**src/rtl/sha_pad_stream_pkg.sv**
```systemverilog
// Shared constants for the SHA padding stream: FSM states, block geometry, length-field slots.
package sha_const;
  typedef enum logic [2:0] {IDLE, DATA, PAD, ZERO, LEN} state_t;

  localparam int BLOCK_WORDS = 16;
  localparam int IDX_W = $clog2(BLOCK_WORDS);
  localparam logic [IDX_W-1:0] LEN_HI_IDX = IDX_W'(14);
  localparam logic [IDX_W-1:0] LEN_LO_IDX = IDX_W'(15);
endpackage

```
**src/rtl/sha_pad_stream_if.sv**
```systemverilog
// Word stream in, padded 16-word blocks out; both sides use valid/ready.
interface sha_pad_stream_if #(
  parameter int W = 32
) ();
  logic                   Init;
  logic [W-1:0]           In_Data;
  logic                   In_Valid;
  logic                   In_Ready;
  logic                   In_Last;
  logic [$clog2(W/8):0]   In_Bytes;
  logic [W-1:0]           Out_Data;
  logic [3:0]             Out_Index;
  logic                   Out_Valid;
  logic                   Out_Ready;
  logic                   Out_Final;

  modport master (
    output Init, In_Data, In_Valid, In_Last, In_Bytes, Out_Ready,
    input  In_Ready, Out_Data, Out_Index, Out_Valid, Out_Final
  );

  modport slave (
    input  Init, In_Data, In_Valid, In_Last, In_Bytes, Out_Ready,
    output In_Ready, Out_Data, Out_Index, Out_Valid, Out_Final
  );
endinterface

```
**src/rtl/sha_pad_word.sv**
```systemverilog
// Keeps the first k bytes of a big-endian word, puts 0x80 at byte k and zeros after it.
// Non-last words pass through untouched; a byte count above NB is clamped to NB.
module sha_pad_word #(
  parameter int W = 32
) (
  input  logic [W-1:0]          data,
  input  logic                  last,
  input  logic [$clog2(W/8):0]  bytes,
  output logic [W-1:0]          word,
  output logic [$clog2(W/8):0]  k,
  output logic                  full
);
  localparam int NB = W / 8;
  localparam int BW = $clog2(NB) + 1;

  always_comb begin
    word = '0;
    k    = BW'(NB);
    if (last && (bytes < BW'(NB))) k = bytes;
    full = (k == BW'(NB));
    for (int i = 0; i < NB; i++) begin
      if (i < int'(k))       word[W-1-8*i -: 8] = data[W-1-8*i -: 8];
      else if (i == int'(k)) word[W-1-8*i -: 8] = 8'h80;
    end
  end
endmodule

```
**src/rtl/sha_pad_stream.sv**
```systemverilog
// SHA message padder: one output register stage (latency 1), input stalls while output is held.
// Optional sticky Error output when SHA_PAD_ERROR_EN is defined.
module sha_pad_stream
  import sha_const::*;
#(
  parameter int W = 32
) (
  input  logic              clk,
  input  logic              rst,
  sha_pad_stream_if.slave   bus
`ifdef SHA_PAD_ERROR_EN
  ,
  output logic              Error
`endif
);
  localparam int NB = W / 8;
  localparam int LW = 2 * W;
  localparam int BW = $clog2(NB) + 1;

  state_t             state, state_nx;
  logic [W-1:0]       dat_q, dat_nx;
  logic [IDX_W-1:0]   oidx_q, oidx_nx, idx_q, idx_nx;
  logic               vld_q, vld_nx, fin_q, fin_nx;
  logic [LW-1:0]      len_q, len_nx;
  logic               adv, in_xfer;
  logic [W-1:0]       pad_dat;
  logic [BW-1:0]      pad_k;
  logic               pad_full;

  sha_pad_word #(.W(W)) u_word (
    .data  (bus.In_Data),
    .last  (bus.In_Last),
    .bytes (bus.In_Bytes),
    .word  (pad_dat),
    .k     (pad_k),
    .full  (pad_full)
  );

  assign adv           = !vld_q || bus.Out_Ready;
  assign bus.In_Ready  = (state == DATA) && adv && !bus.Init;
  assign in_xfer       = bus.In_Ready && bus.In_Valid;
  assign bus.Out_Data  = dat_q;
  assign bus.Out_Index = oidx_q;
  assign bus.Out_Valid = vld_q;
  assign bus.Out_Final = fin_q;

  always_comb begin
    state_nx = state;
    dat_nx   = dat_q;
    oidx_nx  = oidx_q;
    idx_nx   = idx_q;
    vld_nx   = vld_q && !bus.Out_Ready;
    fin_nx   = fin_q;
    len_nx   = len_q;
    if (bus.Init) begin
      state_nx = DATA;
      idx_nx   = '0;
      len_nx   = '0;
      vld_nx   = 1'b0;
      fin_nx   = 1'b0;
    end else if (adv) begin
      case (state)
        DATA: if (in_xfer) begin
          dat_nx  = pad_dat;
          oidx_nx = idx_q;
          idx_nx  = idx_q + 1'b1;
          vld_nx  = 1'b1;
          fin_nx  = 1'b0;
          len_nx  = len_q + (LW'(pad_k) << 3);
          if (bus.In_Last) state_nx = pad_full ? PAD : ZERO;
        end
        PAD: begin
          dat_nx   = {8'h80, {(W-8){1'b0}}};
          oidx_nx  = idx_q;
          idx_nx   = idx_q + 1'b1;
          vld_nx   = 1'b1;
          state_nx = ZERO;
        end
        // Entering with index 14 means the 0x80 word sat at 13: go straight to the length.
        ZERO: if (idx_q == LEN_HI_IDX) begin
          state_nx = LEN;
        end else begin
          dat_nx  = '0;
          oidx_nx = idx_q;
          idx_nx  = idx_q + 1'b1;
          vld_nx  = 1'b1;
          if (idx_q == LEN_HI_IDX - 1'b1) state_nx = LEN;
        end
        LEN: if (vld_q && fin_q) begin
          state_nx = IDLE;
        end else begin
          dat_nx  = (idx_q == LEN_HI_IDX) ? len_q[LW-1:W] : len_q[W-1:0];
          oidx_nx = idx_q;
          idx_nx  = idx_q + 1'b1;
          vld_nx  = 1'b1;
          fin_nx  = (idx_q == LEN_LO_IDX);
        end
        default: ;
      endcase
    end
  end

  always_ff @(posedge clk or negedge rst) begin
    if (!rst) begin
      state  <= IDLE;
      dat_q  <= '0;
      oidx_q <= '0;
      idx_q  <= '0;
      vld_q  <= 1'b0;
      fin_q  <= 1'b0;
      len_q  <= '0;
    end else begin
      state  <= state_nx;
      dat_q  <= dat_nx;
      oidx_q <= oidx_nx;
      idx_q  <= idx_nx;
      vld_q  <= vld_nx;
      fin_q  <= fin_nx;
      len_q  <= len_nx;
    end
  end

`ifdef SHA_PAD_ERROR_EN
  always_ff @(posedge clk or negedge rst) begin
    if (!rst)
      Error <= 1'b0;
    else if (bus.Init)
      Error <= 1'b0;
    else if (bus.In_Valid && ((bus.In_Last && (bus.In_Bytes > BW'(NB))) || (state == IDLE)))
      Error <= 1'b1;
  end
`endif
endmodule
```
**src/flat_wrapper.sv**
```systemverilog
// flat-port wrapper written by rule: the top's interface ports become plain ports
module sha_pad_stream_flat import sha_const::*;
#(
  parameter int W = 32
)
  (clk, rst, bus_Init, bus_In_Data, bus_In_Valid, bus_In_Last, bus_In_Bytes, bus_Out_Ready, bus_In_Ready, bus_Out_Data, bus_Out_Index, bus_Out_Valid, bus_Out_Final);
  sha_pad_stream_if #(.W(W)) bus_i ();
  input  logic clk;
  input  logic rst;
  input wire logic [$bits(bus_i.Init)-1:0] bus_Init;
  input wire logic [$bits(bus_i.In_Data)-1:0] bus_In_Data;
  input wire logic [$bits(bus_i.In_Valid)-1:0] bus_In_Valid;
  input wire logic [$bits(bus_i.In_Last)-1:0] bus_In_Last;
  input wire logic [$bits(bus_i.In_Bytes)-1:0] bus_In_Bytes;
  input wire logic [$bits(bus_i.Out_Ready)-1:0] bus_Out_Ready;
  output wire logic [$bits(bus_i.In_Ready)-1:0] bus_In_Ready;
  output wire logic [$bits(bus_i.Out_Data)-1:0] bus_Out_Data;
  output wire logic [$bits(bus_i.Out_Index)-1:0] bus_Out_Index;
  output wire logic [$bits(bus_i.Out_Valid)-1:0] bus_Out_Valid;
  output wire logic [$bits(bus_i.Out_Final)-1:0] bus_Out_Final;
  assign bus_i.Init = bus_Init;
  assign bus_i.In_Data = bus_In_Data;
  assign bus_i.In_Valid = bus_In_Valid;
  assign bus_i.In_Last = bus_In_Last;
  assign bus_i.In_Bytes = bus_In_Bytes;
  assign bus_i.Out_Ready = bus_Out_Ready;
  assign bus_In_Ready = bus_i.In_Ready;
  assign bus_Out_Data = bus_i.Out_Data;
  assign bus_Out_Index = bus_i.Out_Index;
  assign bus_Out_Valid = bus_i.Out_Valid;
  assign bus_Out_Final = bus_i.Out_Final;
  sha_pad_stream #(.W(W)) u_core (.clk(clk), .rst(rst), .bus(bus_i));
endmodule
```
**config.mk**
```make
export PLATFORM = sky130hd
export DESIGN_NAME = sha_pad_stream_flat
export DESIGN_NICKNAME = d
export VERILOG_FILES = /design/src/rtl/sha_pad_stream_pkg.sv /design/src/rtl/sha_pad_stream_if.sv /design/src/rtl/sha_pad_word.sv /design/src/rtl/sha_pad_stream.sv /design/src/flat_wrapper.sv
export SDC_FILE = /design/constraint.sdc
export NUM_CORES = 1
export LEC_CHECK = 0
export CORE_AREA = 2 2 115 117
export DETAILED_ROUTE_END_ITERATION = 12
export DIE_AREA = 0 0 117 119
export GPL_ROUTABILITY_DRIVEN = 0
export GPL_TIMING_DRIVEN = 0
export PLACE_DENSITY_LB_ADDON = 0.3
export SYNTH_ARGS = -nofsm -noshare
export SYNTH_HDL_FRONTEND = slang
export SYNTH_SLANG_ARGS = --single-unit
```
**constraint.sdc**
```tcl
create_clock -name clk -period 3.7 [get_ports clk]
set_input_delay 0.37 -clock clk [delete_from_list [all_inputs] [get_ports clk]]
set_output_delay 0.37 -clock clk [all_outputs]
set_load 0.01 [all_outputs]
```
==> summary.txt <==
Setup path
  • R2R Path End: u_core.len_q[42]$_DFFE_PN0P_
  • CP max stage cell: clkdlybuf4s50_1
  • Most frequent CP cell: ha_1
  • Reg2Reg Depth: 5
  • CP cell instances: clkdlybuf4s50_1 > nor2b_1 > and2_1 > ha_1 > ha_1 > nor2_1 > a21oi_2 > nand3_1 > clkbuf_1 > nor3_1 > mux2_2
  • CP required: 3.95 ns
  • Data arrival time of the worst path: 3.55 ns
  • CP max stage delay: 0.57 ns
  • WP buf/inv: 2
  • Family with the most delay on the worst path: simple AND/OR/NAND/NOR gates
  • Critical path fanouts, max: 10
  • Worst setup SP type: input port
  • CP Class: input port to flop
  • CP endpoint kind: flop
  • Worst r2r src: u_core.len_q[17]$_DFFE_PN0P_
  • R2R Setup Slk: 0.68 ns

Place
  • I/O Buffers: 79
  • # placed instances: 918
  • Setup slack at placement: -0.04433 ns
  • DPL Wire Length: 14,270 um
  • DP Area: 0.007428 mm2

Timing
  • Final Hold Fails: 0
  • Setup violators final: 0
  • Pin slew with the least headroom to its limit: 1.018 ns
  • Highest clock rate: 303.3 MHz
  • Final min period: 3.298 ns
  • Final Cycle Share: 0.8912
  • Headroom to the max-slew limit: 0.3164
  • Slew Viols, Final: 0
  • RSZ-0062 raised after global routing: no
  • Setup Skew: 0.01181 ns
  • Post-route worst setup slack: 0.4025 ns

Pwr
  • Peak supply drop: 370.5 uV
  • Leak: 3.143 nW
  • Power per cell area: 547.3 mW/mm2

Floorplan
  • Width of the die: 117 um
  • Core Footprint: 0.01287 mm2
  • Die Y: 119 um
  • Die area: 0.01392 mm2
  • FP Rows: 42
  • Ports: 80
  • Initial Util: 0.4965

Detailed routing
  • Pre-antenna DRT Iters: 6
  • Routed via count: 6,151
  • ANT nets after route: 0
  • Post-route DRC: 0
  • Total wire length: 19,630 um
  • Iteration-0 DRC Markers: 916
  • Drt wl/cell: 21.02 um
  • Vias per std cell: 6.586

CTS
  • Postcts setup bufs: 0
  • Clk_lat worst skew: 0.36 ns
  • TritonCTS Buffers: 9
  • CTS tree: built
  • Htree depth: 3
  • CTS root buf: clkbuf_16
  • Hold-fix buffers, CTS: 0
  • CTS sink count: 106
  • Clock-pin slew on the worst setup and hold paths: 0.07 ns
  • Worst-case clock buffer depth: 2

Synthesis
  • Syn Nets: 710
  • Most common flop cell mapped by yosys: dfrtp_1
  • Post-synth top area share: 0.4150
  • Sequential area share after synthesis: 0.4150
  • FFs w/ async S/R, synth: 1.000
  • Cells after Synth: 662
  • Mean Syn Cell Area: 9.656 um2
  • Synth area leaders: dfrtp_1, mux2_2, mux2i_1
  • Post-synth cell types: 65
  • Seq cells post-synth: 106
  • Yosys warnings: 0
  • Syn Std Cell Area: 0.006392 mm2
  • Yosys top cell by area: dfrtp_1
  • Number of synthesized flops with an enable pin: 0

Finish
  • Area Overhead vs Synth: 21.45%
  • Post-route cell area: 0.007764 mm2
  • Number of fillers in the final layout: 1,130
  • Finished Layout Cells: 934
  • # diodes: 0
  • Most common cell after layout, fill and taps aside: dfrtp_1
  • Core Util, Final: 0.6030
  • Share of cells above drive strength 1: 0.1055
  • Most frequent cells in the layout: dfrtp_1, clkdlybuf4s50_1, a21oi_1, nor2_1, mux2_2
  • # nets final: 801

Global route
  • First-pass GRT wire length: 31,260 um
  • Grt met3 use: 0.05038
  • Vias in the first global route: 5,865
  • Gr ovfl total: 0
  • Routing usage on met1: 0.4034
  • Busiest grt layer: met2
  • Initial antenna violation count: 0
  • Pin count of the biggest net entering global routing: 67
  • Met2 Usage GRT: 0.4451
  • GRT Overall Usage: 0.2915

Flow run
  • Max-cap viol count: 0

Hold path
  • Hold Crit Class: input port to asynchronous set/reset pin

Run status
  • Status: completed
report_power, final:
group	internal, mW	total, mW	switching (mW)
sequential	1.38	1.53	0.147
combinational	0.857	1.64	0.785
clock	0.631	1.08	0.446
state kept, by name, summed over array words and instances, names as in the netlist:
| signal | cells |
|---|---|
| u_core.bus.Out_Final | 1 |
| u_core.idx_q | 4 |
| u_core.len_q | 61 |
| u_core.bus.Out_Data | 32 |
| u_core.state | 3 |
| u_core.bus.Out_Valid | 1 |
| u_core.bus.Out_Index | 4 |
through the flow:
step           TNS (ns)  hold slack, ns  total power [mW]
2_1_floorplan         0         0.07441             2.467
3_3_place_gp    -187.56          0.4879             3.126
3_5_place_dp   -0.04433          0.4007             3.180
4_1_cts               0         0.02114             4.252
5_1_grt               0         0.05471             4.461
6_report              0       0.0005835             4.249
synthesized netlist by cell type, drive strengths merged, types with 5 or more instances:
master	n
a21oi	52
and3	17
and4	7
clkbuf	24
dfrtp	106
ha	7
inv	13
mux2	41
mux2i	30
nand2	33
nand2b	5
nand3	25
nand4	31
nor2	50
nor2b	7
nor3	13
o211ai	5
o21ai	30
o2bb2ai	18
o31ai	20
or3	20
or4	25
xnor2	7
xor2	6
logic make-up (layout without fill, tap and decap cells):
group | Yosys count | in the layout | synth area share
buffers and inverters | 41 | 137 | 0.02466
muxes | 71 | 71 | 0.1192
AOI/OAI and AO/OA | 163 | 163 | 0.1691
xor gates and xnor gates | 13 | 13 | 0.01781
DFF | 106 | 106 | 0.4150
and+or+nand+nor | 261 | 261 | 0.2406
adders and majority gates | 7 | 7 | 0.01370
repair_timing:
item                                    4_1_cts  5_1_grt
endpoints found under the setup margin        0        2
resized for setup                             0        3
hold endpoints to repair                      0        0
worst reg2reg max path, cell delays in order, from the launching register on:
cell,delay [ns]
dfrtp_1,0.45
nand3_1,0.32
nor3_2,0.81
o2111ai_1,0.56
or4_1,0.64
a21oi_1,0.15
layout make-up:
class	instances	area [um2]	share of cell area
inverters	14	52.55	0.006769
plain buffers	27	106.4	0.01370
clock buffers	12	256.5	0.03304
flip-flops and latches	106	2653	0.3417
well taps	176	220.2	0.02836
clock inverters	4	73.82	0.009508
repair buffers	80	815.8	0.1051
multi-input cells	515	3586	0.4619
worst max-delay path by stage:
stage	end	cells after the start	startpoint
finish	u_core.len_q[57]$_DFFE_PN0P_	11	bus_In_Last
detailed placement	u_core.len_q[57]$_DFFE_PN0P_	11	bus_In_Last
global placement	u_core.bus.Out_Data[5]$_DFFE_PN0P_	1	rst
floorplan	u_core.len_q[35]$_DFFE_PN0P_	8	bus_In_Last
CTS	u_core.len_q[57]$_DFFE_PN0P_	11	bus_In_Last
global route	u_core.len_q[40]$_DFFE_PN0P_	10	bus_In_Last
routing by layer:
metal	routed length (um)	share of wire
met2	9256	0.47
met4	690	0.035
met5	0	0
met1	7778	0.40
met3	1905	0.097
No activity file was read; power rests on OpenSTA's default activity.
